**config.mk**
```make
export PLATFORM = sky130hd
export DESIGN_NAME = rv32i_exec_core
export DESIGN_NICKNAME = d
export VERILOG_FILES = /design/src/rtl/rv32i_exec_core.sv
export SDC_FILE = /design/constraint.sdc
export NUM_CORES = 1
export LEC_CHECK = 0
export ABC_CLOCK_PERIOD_IN_PS = 4450
export BUFFER_PORTS_ARGS = -buffer_cell sky130_fd_sc_hd__buf_2
export CAP_MARGIN = 20
export CORE_MARGIN = 4
export CORE_UTILIZATION = 30
export DETAILED_ROUTE_END_ITERATION = 10
export GPL_ROUTABILITY_DRIVEN = 0
export PLACE_DENSITY = 0.61
export SLEW_MARGIN = 0
export SYNTH_ARGS = -nofsm -noshare
export SYNTH_HDL_FRONTEND = slang
export SYNTH_SLANG_ARGS = --single-unit
```
**constraint.sdc**
```tcl
create_clock -name clk -period 4.45 [get_ports clk]
set_clock_uncertainty 0.2 [all_clocks]
set_input_delay 1.335 -clock clk [delete_from_list [all_inputs] [get_ports clk]]
set_output_delay 1.335 -clock clk [all_outputs]
set_load 0.02 [all_outputs]
```
**src/rtl/rv32i_exec_core.sv**
```systemverilog
// RV32I decode / integer ALU / branch-PC unit for a multi-cycle core.
// Operands and the instruction word are latched on decode_en, and the
// instruction is executed from those latched copies on execute_en.
module rv32i_exec_core (
  input  logic        clk,
  input  logic        rst,
  input  logic        decode_en,
  input  logic        execute_en,
  input  logic [31:0] instr,
  output logic [4:0]  rs1_addr,
  output logic [4:0]  rs2_addr,
  input  logic [31:0] rs1_data,
  input  logic [31:0] rs2_data,
  output logic [31:0] op1,
  output logic [31:0] op2,
  output logic [31:0] op3,
  output logic [4:0]  rd,
  output logic [31:0] pc,
  output logic [31:0] alu_result,
  output logic        alu_valid,
  output logic [31:0] ret_addr,
  output logic [31:0] result,
  output logic        halted
);

  localparam int unsigned XLEN = 32;
  localparam int unsigned RW   = 5;

  localparam logic [6:0] OPC_OP     = 7'b0110011;
  localparam logic [6:0] OPC_OP_IMM = 7'b0010011;
  localparam logic [6:0] OPC_LOAD   = 7'b0000011;
  localparam logic [6:0] OPC_STORE  = 7'b0100011;
  localparam logic [6:0] OPC_BRANCH = 7'b1100011;
  localparam logic [6:0] OPC_LUI    = 7'b0110111;
  localparam logic [6:0] OPC_AUIPC  = 7'b0010111;
  localparam logic [6:0] OPC_JAL    = 7'b1101111;
  localparam logic [6:0] OPC_JALR   = 7'b1100111;

  localparam logic [XLEN-1:0] EBREAK = 32'h0010_0073;

  // Decode-side signals
  logic [6:0]      opc;
  logic [XLEN-1:0] imm_i, imm_s, imm_b, imm_u, imm_j;
  logic [XLEN-1:0] d_op1, d_op2, d_op3;
  logic [RW-1:0]   d_rd;

  // Execute-side signals (from the latched instruction)
  logic [XLEN-1:0] instr_q;
  logic [6:0]      opc_q;
  logic [2:0]      f3_q;
  logic            alt_q;
  logic [RW-1:0]   shamt;
  logic            is_alu;
  logic            is_link;
  logic            br_taken;
  logic [XLEN-1:0] alu_out;
  logic [XLEN-1:0] pc_plus4;
  logic [XLEN-1:0] next_pc;

  assign rs1_addr = instr[19:15];
  assign rs2_addr = instr[24:20];
  assign halted   = execute_en && (instr == EBREAK);

  assign opc   = instr[6:0];
  assign imm_i = {{20{instr[31]}}, instr[31:20]};
  assign imm_s = {{20{instr[31]}}, instr[31:25], instr[11:7]};
  assign imm_b = {{19{instr[31]}}, instr[31], instr[7], instr[30:25], instr[11:8], 1'b0};
  assign imm_u = {instr[31:12], 12'h000};
  assign imm_j = {{11{instr[31]}}, instr[31], instr[19:12], instr[20], instr[30:21], 1'b0};

  // Operand and destination selection for the instruction being decoded
  always_comb begin
    d_op1 = '0;
    d_op2 = '0;
    d_op3 = '0;
    d_rd  = '0;
    unique case (opc)
      OPC_OP: begin
        d_op1 = rs1_data;
        d_op2 = rs2_data;
        d_rd  = instr[11:7];
      end
      OPC_OP_IMM, OPC_LOAD, OPC_JALR: begin
        d_op1 = rs1_data;
        d_op2 = imm_i;
        d_rd  = instr[11:7];
      end
      OPC_STORE: begin
        d_op1 = rs1_data;
        d_op2 = rs2_data;
        d_op3 = imm_s;
      end
      OPC_BRANCH: begin
        d_op1 = rs1_data;
        d_op2 = rs2_data;
        d_op3 = imm_b;
      end
      OPC_LUI: begin
        d_op2 = imm_u;
        d_rd  = instr[11:7];
      end
      OPC_AUIPC: begin
        d_op1 = pc;
        d_op2 = imm_u;
        d_rd  = instr[11:7];
      end
      OPC_JAL: begin
        d_op1 = pc;
        d_op3 = imm_j;
        d_rd  = instr[11:7];
      end
      default: ;
    endcase
  end

  assign opc_q   = instr_q[6:0];
  assign f3_q    = instr_q[14:12];
  assign alt_q   = instr_q[30];
  assign shamt   = op2[4:0];
  assign is_alu  = (opc_q == OPC_OP) || (opc_q == OPC_OP_IMM) ||
                   (opc_q == OPC_LUI) || (opc_q == OPC_AUIPC);
  assign is_link = (opc_q == OPC_JAL) || (opc_q == OPC_JALR);
  assign pc_plus4 = pc + XLEN'(4);

  // Integer ALU on the latched operands
  always_comb begin
    alu_out = '0;
    if ((opc_q == OPC_LUI) || (opc_q == OPC_AUIPC)) begin
      alu_out = op1 + op2;
    end else begin
      unique case (f3_q)
        3'b000:  alu_out = ((opc_q == OPC_OP) && alt_q) ? (op1 - op2) : (op1 + op2);
        3'b001:  alu_out = op1 << shamt;
        3'b010:  alu_out = {31'd0, $signed(op1) < $signed(op2)};
        3'b011:  alu_out = {31'd0, op1 < op2};
        3'b100:  alu_out = op1 ^ op2;
        3'b101:  alu_out = alt_q ? XLEN'($signed(op1) >>> shamt) : (op1 >> shamt);
        3'b110:  alu_out = op1 | op2;
        default: alu_out = op1 & op2;
      endcase
    end
  end

  // Branch condition evaluation
  always_comb begin
    br_taken = 1'b0;
    unique case (f3_q)
      3'b000:  br_taken = (op1 == op2);
      3'b001:  br_taken = (op1 != op2);
      3'b100:  br_taken = ($signed(op1) < $signed(op2));
      3'b101:  br_taken = ($signed(op1) >= $signed(op2));
      3'b110:  br_taken = (op1 < op2);
      3'b111:  br_taken = (op1 >= op2);
      default: br_taken = 1'b0;
    endcase
  end

  // Next-PC selection
  always_comb begin
    next_pc = pc_plus4;
    unique case (opc_q)
      OPC_BRANCH: next_pc = br_taken ? (pc + op3) : pc_plus4;
      OPC_JAL:    next_pc = pc + op3;
      OPC_JALR:   next_pc = (op1 + op2) & ~XLEN'(1);
      default:    next_pc = (instr_q == EBREAK) ? pc : pc_plus4;
    endcase
  end

  // Architectural state: decode latches operands, execute updates pc/results
  always_ff @(posedge clk) begin
    if (rst) begin
      instr_q    <= '0;
      op1        <= '0;
      op2        <= '0;
      op3        <= '0;
      rd         <= '0;
      pc         <= '0;
      alu_result <= '0;
      alu_valid  <= 1'b0;
      ret_addr   <= '0;
      result     <= '0;
    end else begin
      alu_valid <= execute_en && is_alu;
      if (decode_en) begin
        instr_q <= instr;
        op1     <= d_op1;
        op2     <= d_op2;
        op3     <= d_op3;
        rd      <= d_rd;
      end
      if (execute_en) begin
        pc <= next_pc;
        if (is_alu) begin
          alu_result <= alu_out;
        end
        if (is_link) begin
          ret_addr <= pc_plus4;
        end
        result <= is_alu ? alu_out : (is_link ? pc_plus4 : '0);
      end
    end
  end

endmodule

```
### Word level (Yosys, flattened, before mapping)

Index checks and enable logic that the tools add are counted.

* reduce and logical (&&, ||, !) cells: 18
* mux-type cells: 14
* magnitude comparators: 4
* equal/unequal tests: 28
* bitwise logic cells: 3
* shifts and indexed selects: 3
* add/subtract/negate cells: 4

Operators with widths (count)
* 32-bit case mux with 3 select lines: 3
* 32-bit 2-to-1 mux: 7
* 32-bit case mux with 7 select lines: 1
* 32-bit adder: 2
* 32-bit by 21-bit equality test with 1-bit output (second input constant): 2
* 32-bit >= comparator: 2
* 32-bit less-than comparator: 2
* 32-bit case mux with 2 select lines: 1
* 7-bit equality test (second input constant): 6
* 7-bit by 6-bit equality test with 1-bit output (second input constant): 5
* 32-bit by 3-bit adder with 32-bit output (second input constant): 1
* 32-bit bitwise AND: 1
* 32-bit equality test: 1
* 32-bit != test: 1
* 32-bit OR: 1
* 32-bit by 5-bit left shift with 32-bit output: 1
* 32-bit by 5-bit right shift with 32-bit output: 1
* 32-bit by 5-bit >>> shifter with 32-bit output: 1
* 32-bit subtractor: 1
* 32-bit bitwise XOR: 1
* 7-bit by 5-bit equality test with 1-bit output (second input constant): 4
* 3-bit equality test (second input constant): 4
* 7-bit by 2-bit equality test with 1-bit output (second input constant): 1
* 7-bit OR reduction: 1
* other kinds (12): 23

* word-level logic and storage cells: 84
* input port bits: 100
* flip-flop bits (word level): 262

### Depth between registers and ports, before layout

Gate-level depths: netlist of the first run.

* depth in word-level cells: 6
* depth in mapped cells: 17
* depth with buffers taken out: 14

### Least setup slack after synthesis of the first run

OpenSTA, ideal clock, no wires.

* path kind: reg-to-reg
* start: register op2[2]
* end: register result[31]
* arrival: 4.518 ns
* period minus slack after synthesis: 4.846 ns
* setup slack: -0.396 ns
* required time: 4.122 ns
* stages on the path, launching flop included: 17
* buffers on the path: 4
* cell sequence: dfxtp_1 > inv_1 > buf_1 > buf_1 > clkbuf_1 > ha_1 > clkbuf_1 > nor3_1 > o21ai_0 > a21oi_1 > o41ai_2 > o211ai_1 > a311o_1 > a211o_1 > a41oi_1 > a21oi_1 > o21bai_1

* longest elaborated chain between the ends: 5
* elaborated cells on any way between the ends: 10
* those cells by class: add/sub (2); shift (3); mux (5)

Ends and longest elaborated chain
* start, declared: RTL line 15 `output logic [31:0] op2,`
* start signal, assigned: RTL line 187 `op2 <= d_op2;`
* 32-bit adder (tied with other cells): RTL line 129, 132
* 32-bit 2-to-1 mux, on equally long branches: RTL line 132, 137
* 32-bit case mux with 7 select lines: RTL line 131 `unique case (f3_q)`
* 32-bit 2-to-1 mux (*): RTL line 128 `if ((opc_q == OPC_LUI) || (opc_q == OPC_AUIPC)) begin`
* 32-bit 2-to-1 mux (*): RTL line 199 `result <= is_alu ? alu_out : (is_link ? pc_plus4 : '0);`
* end signal, assigned: RTL line 199
* end, declared: RTL line 22 `output logic [31:0] result,`

Mark *: on every way between the ends. The rest lies on a longest branch, timed or not.
A chain may end at the register's enable or synchronous reset.

### Worst setup path after layout of the first run

* start: input instr[5]
* end: output halted

* longest elaborated chain between the ends: 2

Ends and longest elaborated chain
* start, declared: RTL line 9 `input logic [31:0] instr,`
* 32-bit by 21-bit equality test with 1-bit output: RTL line 62 `assign halted = execute_en && (instr == EBREAK);`
* 1-bit logical AND: RTL line 62
* end, declared: RTL line 23 `output logic halted`

Every way passes these cells.

==> results of run 1 <==
[worst max-delay path by stage]
stage                        start          to  slack (ns)  depth (start not counted)
after floorplan             op2[3]      pc[16]        0.04                         17
after global placement    instr[2]      halted       -0.09                          5
after detailed placement  instr[5]      halted        -0.1                          6
after CTS                 instr[5]      halted        0.05                          6
after global routing        op1[2]  result[28]        0.02                         15
final                     instr[5]      halted        0.07                          6
[kinds of logic after synthesis]
| group | after synthesis |
|---|---|
| flops | 251 |
| compound gates | 953 |
| mux | 143 |
| simple gates | 856 |
| xor+xnor | 104 |
| buf+inv | 352 |
| fa+ha+maj | 132 |
[repair_timing]
item	in CTS	in global routing
setup endpoints to repair	1	10
gates resized for setup	1	3
pin swaps	0	0
[sequential cells by signal (all words and copies together), names as in the netlist]
register    count
alu_result     32
pc             32
op1            32
instr_q        32
rd              5
op2            32
op3            21
ret_addr       32
result         32
alu_valid       1
[through the flow]
| stage | util, % | total power, mW |
|---|---|---|
| global placement | 35.32 | 4.159 |
| finish | 36.78 | 6.743 |
| CTS | 36.75 | 6.688 |
| global route | 36.77 | 6.938 |
| detailed placement | 35.32 | 4.158 |
| floorplan | - | 3.455 |
[layout make-up]
type / instances / share of cell area, %
timing repair buffer: 556 / 12.98
antenna: 2 / 0.01907
tap: 950 / 4.529
sequential: 251 / 19.18
multi-input combinational: 2188 / 57.75
clock buffer: 41 / 3.366
clock inverter: 13 / 0.5006
inverter: 116 / 1.669
[worst max-delay path: stages]
cell and delay, ns:
buf_2 0.13, inv_1 0.06, or4_1 0.57, nor4_2 0.42
buf_4 0.17, buf_2 0.16
[metal layers]
layer,share of wire (%),track usage [%],up-vias
li1,-,-,11100
met1,40,35.45,11880
met2,41,40.24,1764
met3,13,9.314,369
met4,6.1,11.92,8
met5,0.050,0,-
[power breakdown]
group / total, mW / switching (mW) / leakage (nW) / internal [mW]
combinational: 1.80 / 1.17 / 8.24 / 0.638
sequential: 2.38 / 0.0713 / 2.05 / 2.31
clock: 2.56 / 1.06 / 0.501 / 1.50
total: 6.74 / 2.30 / 10.8 / 4.44
[cell usage in the layout, fill, tap and decap left out, types with 18 or more instances in the layout]
| cell type | Yosys | final |
|---|---|---|
| buf_2 | 9 | 339 |
| nor2_1 | 332 | 331 |
| a21oi_1 | 282 | 281 |
| dfxtp_1 | 251 | 247 |
| nand2_1 | 226 | 226 |
| buf_4 | 23 | 210 |
| o21ai_0 | 151 | 150 |
| ha_1 | 129 | 129 |
| inv_1 | 113 | 112 |
| a211oi_1 | 100 | 100 |
| xnor2_1 | 78 | 78 |
| a221oi_1 | 72 | 72 |
| mux4_2 | 69 | 69 |
| nor3_1 | 68 | 67 |
| mux2i_1 | 64 | 64 |
| nand3_1 | 53 | 53 |
| a22oi_1 | 52 | 52 |
| o211ai_1 | 38 | 38 |
| a21o_1 | 31 | 31 |
| clkbuf_16 | 0 | 31 |
| xor2_1 | 26 | 26 |
| o221ai_1 | 25 | 25 |
| a31oi_1 | 25 | 25 |
| nand4_1 | 23 | 23 |
| nor2b_1 | 23 | 23 |
| nand2b_1 | 20 | 20 |
| o31ai_1 | 20 | 20 |
| o22ai_1 | 18 | 18 |
[Yosys cell counts, types with 69 or more instances]
master | instances | area share, %
a211oi_1 | 100 | 3.5
a21oi_1 | 282 | 6.5
a221oi_1 | 72 | 2.9
clkbuf_1 | 172 | 3.0
dfxtp_1 | 251 | 23
ha_1 | 129 | 7.5
inv_1 | 113 | 2.0
mux4_2 | 69 | 7.2
nand2_1 | 226 | 3.9
nor2_1 | 332 | 5.8
o21ai_0 | 151 | 3.5
xnor2_1 | 78 | 3.2
==> results.cfg, run 1 <==
[timing]
finalHoldViolations = 0
relSlewSlack_pct = 28.34
setup_viol = 0
max_freq_mhz = 228.1
fin_ws_ns = 0.06652
rsz0062_at_grt = false
maxSlewViolCount = 0
final.setup.tns_ns = 0
hold_slack_ns = 0.2436
min_period_over_period_pct = 98.51
fin_crit_ns = 4.383
worst_pin_slew_ns = 1.064

[critical_path]
ff2ff_path_depth = 13
start_kind = input port
reg2reg_to = pc[30]
r2r_start = op2[5]
crit_required_ns = 2.91
worst_ep_arrival_time_ns = 2.85
end_kind = output pin
crit_fanout = 5
rrSetupSlack_ns = 0.14
path_class = in2out

[placement]
dp_hpwl_um = 87470
dp_slack_ns = -0.09728
port_buffers = 340
place_inst = 4061
post_dp_cell_area_um2 = 25210

[floorplan]
die_w_um = 276.3
initial_core_util_pct = 30.25
die_h_um = 276.3
dieArea_um2 = 76320
fp.coreArea_um2 = 71360
fp-row-count = 98
num_io_pins = 341

[cts]
cts_hold_buffers = 0
clock_latency_ns = 0.59
clk_pin_slew_ns = 0.05
clkSinkCount = 251
htreeDepth = 1
clockBufferDepth = 3
cts_buffers = 30
cts-root-buf = clkbuf_16
post_cts_buffers = 0
cts_tree = built

[min_path]
worst_hold_path.endpoint = alu_result[18]
hold_start = alu_result[18]
min_path_type = reg2reg
min_path_cells = 2

[global_routing]
grt_pass1_wl_um = 158400
grt_remaining_overflow = 0
grt_usage_pct = 27.04
grt_max_degree = 93
antenna_found_initial = 7
first_global_vias = 22790

[status]
status = finished, final reports clean

[synthesis]
synthAdderAreaFrac_pct = 7.755
ys_types = 90
synth_top_family_by_area = compound AO/OA/AOI/OAI gates
synth-compound-area-share_pct = 29.27
seq_area_frac_synth_pct = 23.28
yosys_warnings = 0
synthMuxAreaShare_pct = 10.69
synth-xor-area-share_pct = 4.219
syn_nets = 3023
ys_seq_elements = 251
netlist_area_um2 = 21590
syn_avg_cell_area_um2 = 7.735
async_flop_share_pct = 0
synth-simple-area-share_pct = 18.12
synth_edf_count = 0
synth-main-ff-cell = dfxtp_1
postSynthCellCount = 2791

[routing]
wl_per_cell_um = 26.81
ant_nets = 0
drtIter0Drc = 3591
vias_per_cell = 6.100
routed_wl_um = 110400
drc = 0
firstDrtPassIters = 9
vias = 25110

[cells_and_area]
fin_cells = 4117
final_area_um2 = 26240
drive_gt1_share_pct = 23.38
layout.area.seq_um2 = 5035
num-fill-cells = 7598
fin_nets = 3375
area.growth.synth_to_final_pct = 21.57
multiInputGateArea_um2 = 15160

[pwr]
ir_drop_mv = 0.2549
power_density_nw_per_um2 = 256.9
p_leak_nw = 10.78

[flow_run]
drv_cap = 0
Note: power is estimated with default switching activity, not from simulation.
==> inputs of run 2 (changes only) <==
--- a/config.mk
+++ b/config.mk
@@ -8,10 +8,12 @@
 export ABC_CLOCK_PERIOD_IN_PS = 4450
 export BUFFER_PORTS_ARGS = -buffer_cell sky130_fd_sc_hd__buf_2
 export CAP_MARGIN = 20
+export CORE_ASPECT_RATIO = 2
 export CORE_MARGIN = 4
 export CORE_UTILIZATION = 30
 export DETAILED_ROUTE_END_ITERATION = 10
 export GPL_ROUTABILITY_DRIVEN = 0
+export MAX_ROUTING_LAYER = met4
 export PLACE_DENSITY = 0.61
 export SLEW_MARGIN = 0
 export SYNTH_ARGS = -nofsm -noshare
==> run 2 against run 1 <==
Worst setup slack better by 0.027 ns. Flip-flop and latch count stayed put. Largest power group is now registers. Largest cell class unchanged. Fmax rose by 0.61%. Die area is 0.34% higher. Final area fell by 1.4%.
==> results.cfg, run 2 (synthesis gave the netlist of run 1 again) <==
[critical_path]
crit_required_ns = 4.77
start_kind = flip-flop
end_kind = flip-flop
worst_ep_arrival_time_ns = 4.68
slowest_stage = o41ai_1
path_class = reg2reg
crit_cells = 13
slowest_delay_ns = 0.64
r2r_start = op2[0]
path_cells = buf_12, inv_1, ha_1, nor2_1, nand2_1, nor4_2, or3b_2, o22ai_1, nor4_4, buf_4, o41ai_1, nand2b_1, o31ai_2
rrSetupSlack_ns = 0.09
crit_fanout = 71
cp_num_buf_inv = 3
reg2reg_to = pc[29]
cpLargestDelayFamily = compound AO/OA/AOI/OAI gates
ff2ff_path_depth = 13

[pwr]
ir_drop_mv = 0.2186
power_density_nw_per_um2 = 242.0
p_leak_nw = 10.62

[placement]
place_inst = 4014
dp_hpwl_um = 99870
port_buffers = 340

[floorplan]
die_h_um = 387.4
fp.coreArea_um2 = 71140
dieArea_um2 = 76580
initial_core_util_pct = 30.35
num_io_pins = 341
fp-row-count = 138
die_w_um = 197.7

[min_path]
hold_start = alu_result[17]
worst_hold_path.endpoint = alu_result[17]
min_path_cells = 2
min_path_type = reg2reg

[timing]
finalHoldViolations = 0
setup_viol = 0
relSlewSlack_pct = 22.46
maxSlewViolCount = 0
fin_crit_ns = 4.357
rsz0062_at_grt = true
min_period_over_period_pct = 97.91
hold_slack_ns = 0.2471
worst_pin_slew_ns = 1.159
final.setup.tns_ns = 0
max_freq_mhz = 229.5

[flow_run]
drv_cap = 0

[cts]
htreeDepth = 1
clk_pin_slew_ns = 0.08
cts_hold_buffers = 0
cts_buffers = 22
clkSinkCount = 251
clockBufferDepth = 3
clock_latency_ns = 0.60
cts-root-buf = clkbuf_16
cts_tree = built

[routing]
drc = 0
firstDrtPassIters = 9
drtIter0Drc = 3847
wl_per_cell_um = 31.69
vias_per_cell = 6.308
vias = 25680
routed_wl_um = 129000
ant_nets = 0

[cells_and_area]
drive_gt1_share_pct = 22.94
final_common_cell = buf_2
multiInputGateArea_um2 = 15150
fin_nets = 3364
fin_cells = 4071
area.growth.synth_to_final_pct = 19.89
mostFrequentLayoutCells = buf_2 (340), nor2_1 (330), a21oi_1 (281), dfxtp_1 (247), nand2_1 (226)
fin_util_pct = 36.38
num-fill-cells = 7689
layout.area.seq_um2 = 5035

[global_routing]
first_global_vias = 24620
grt_usage_pct = 33.22
grt_pass1_wl_um = 179800
antenna_found_initial = 9
grt_remaining_overflow = 0
grt_max_degree = 128

[status]
status = finished, final reports clean
==> run 2: cell count changes in the layout (fill, tap and decap cells not counted), moves of 2 or more <==
| cell | change |
|---|---|
| diode_2 | +11 |
| clkbuf_16 | -8 |
| buf_4 | -6 |
| clkbuf_8 | -6 |
| a2111oi_0 | +2 |
| a2111oi_1 | -2 |
| bufinv_16 | -2 |
| o41ai_2 | -2 |
==> run 2: stage by stage <==
stage / setup slack, ns / total power [mW] / cell area [um^2]
after floorplan: 0.03994 / 3.455 / 21590
after global placement: 0.2392 / 4.180 / 25110
after detailed placement: 0.1933 / 4.187 / 25110
after CTS: 0.1566 / 6.167 / 25810
after global routing: -0.03072 / 6.414 / 25870
final: 0.09309 / 6.263 / 25880
==> run 2: worst register-to-register path: stages, from the launching register on <==
cell,delay (ns)
dfxtp_4,0.37
buf_12,0.37
inv_1,0.44
ha_1,0.44
nor2_1,0.06
nand2_1,0.19
nor4_2,0.08
or3b_2,0.47
o22ai_1,0.51
nor4_4,0.13
buf_4,0.19
o41ai_1,0.64
nand2b_1,0.14
o31ai_2,0.08
==> run 2: layout make-up <==
cell class                 instances  share of cell area [%]
antenna                           13                  0.1257
clock buffer                      27                   2.321
clock inverter                    13                  0.3771
multi-input combinational       2188                   58.55
sequential                       251                   19.45
timing repair buffer             553                   13.08
inverter                         116                   1.692
tap                              910                   4.399
==> run 2: worst max-delay path by stage <==
stage                     startpoint      to  slack [ns]
after detailed placement     op1[27]   pc[9]        0.19
after CTS                    op1[27]   pc[9]        0.16
after global placement       op1[27]   pc[5]        0.24
after floorplan               op2[3]  pc[16]        0.04
after global routing         op1[16]  pc[13]       -0.03
final                         op2[0]  pc[29]        0.09
==> run 2: where the power goes <==
group | switching (mW) | internal, mW
Clock | 1.04 | 0.985
Sequential | 0.0752 | 2.30
Combinational | 1.23 | 0.632
==> run 2: timing repair <==
action,4_1_cts,5_1_grt
gates resized for setup,0,3
buffers inserted,0,2
endpoints found under the setup margin,0,14
==> run 2: per-layer routing <==
metal / wire, um / global-route usage [%] / up-vias
li1: - / - / 11040
met1: 41410 / 33.54 / 12240
met2: 61670 / 54.28 / 1770
met3: 10840 / 6.736 / 631
met5: 0 / - / -
met4: 15070 / 28.17 / 0
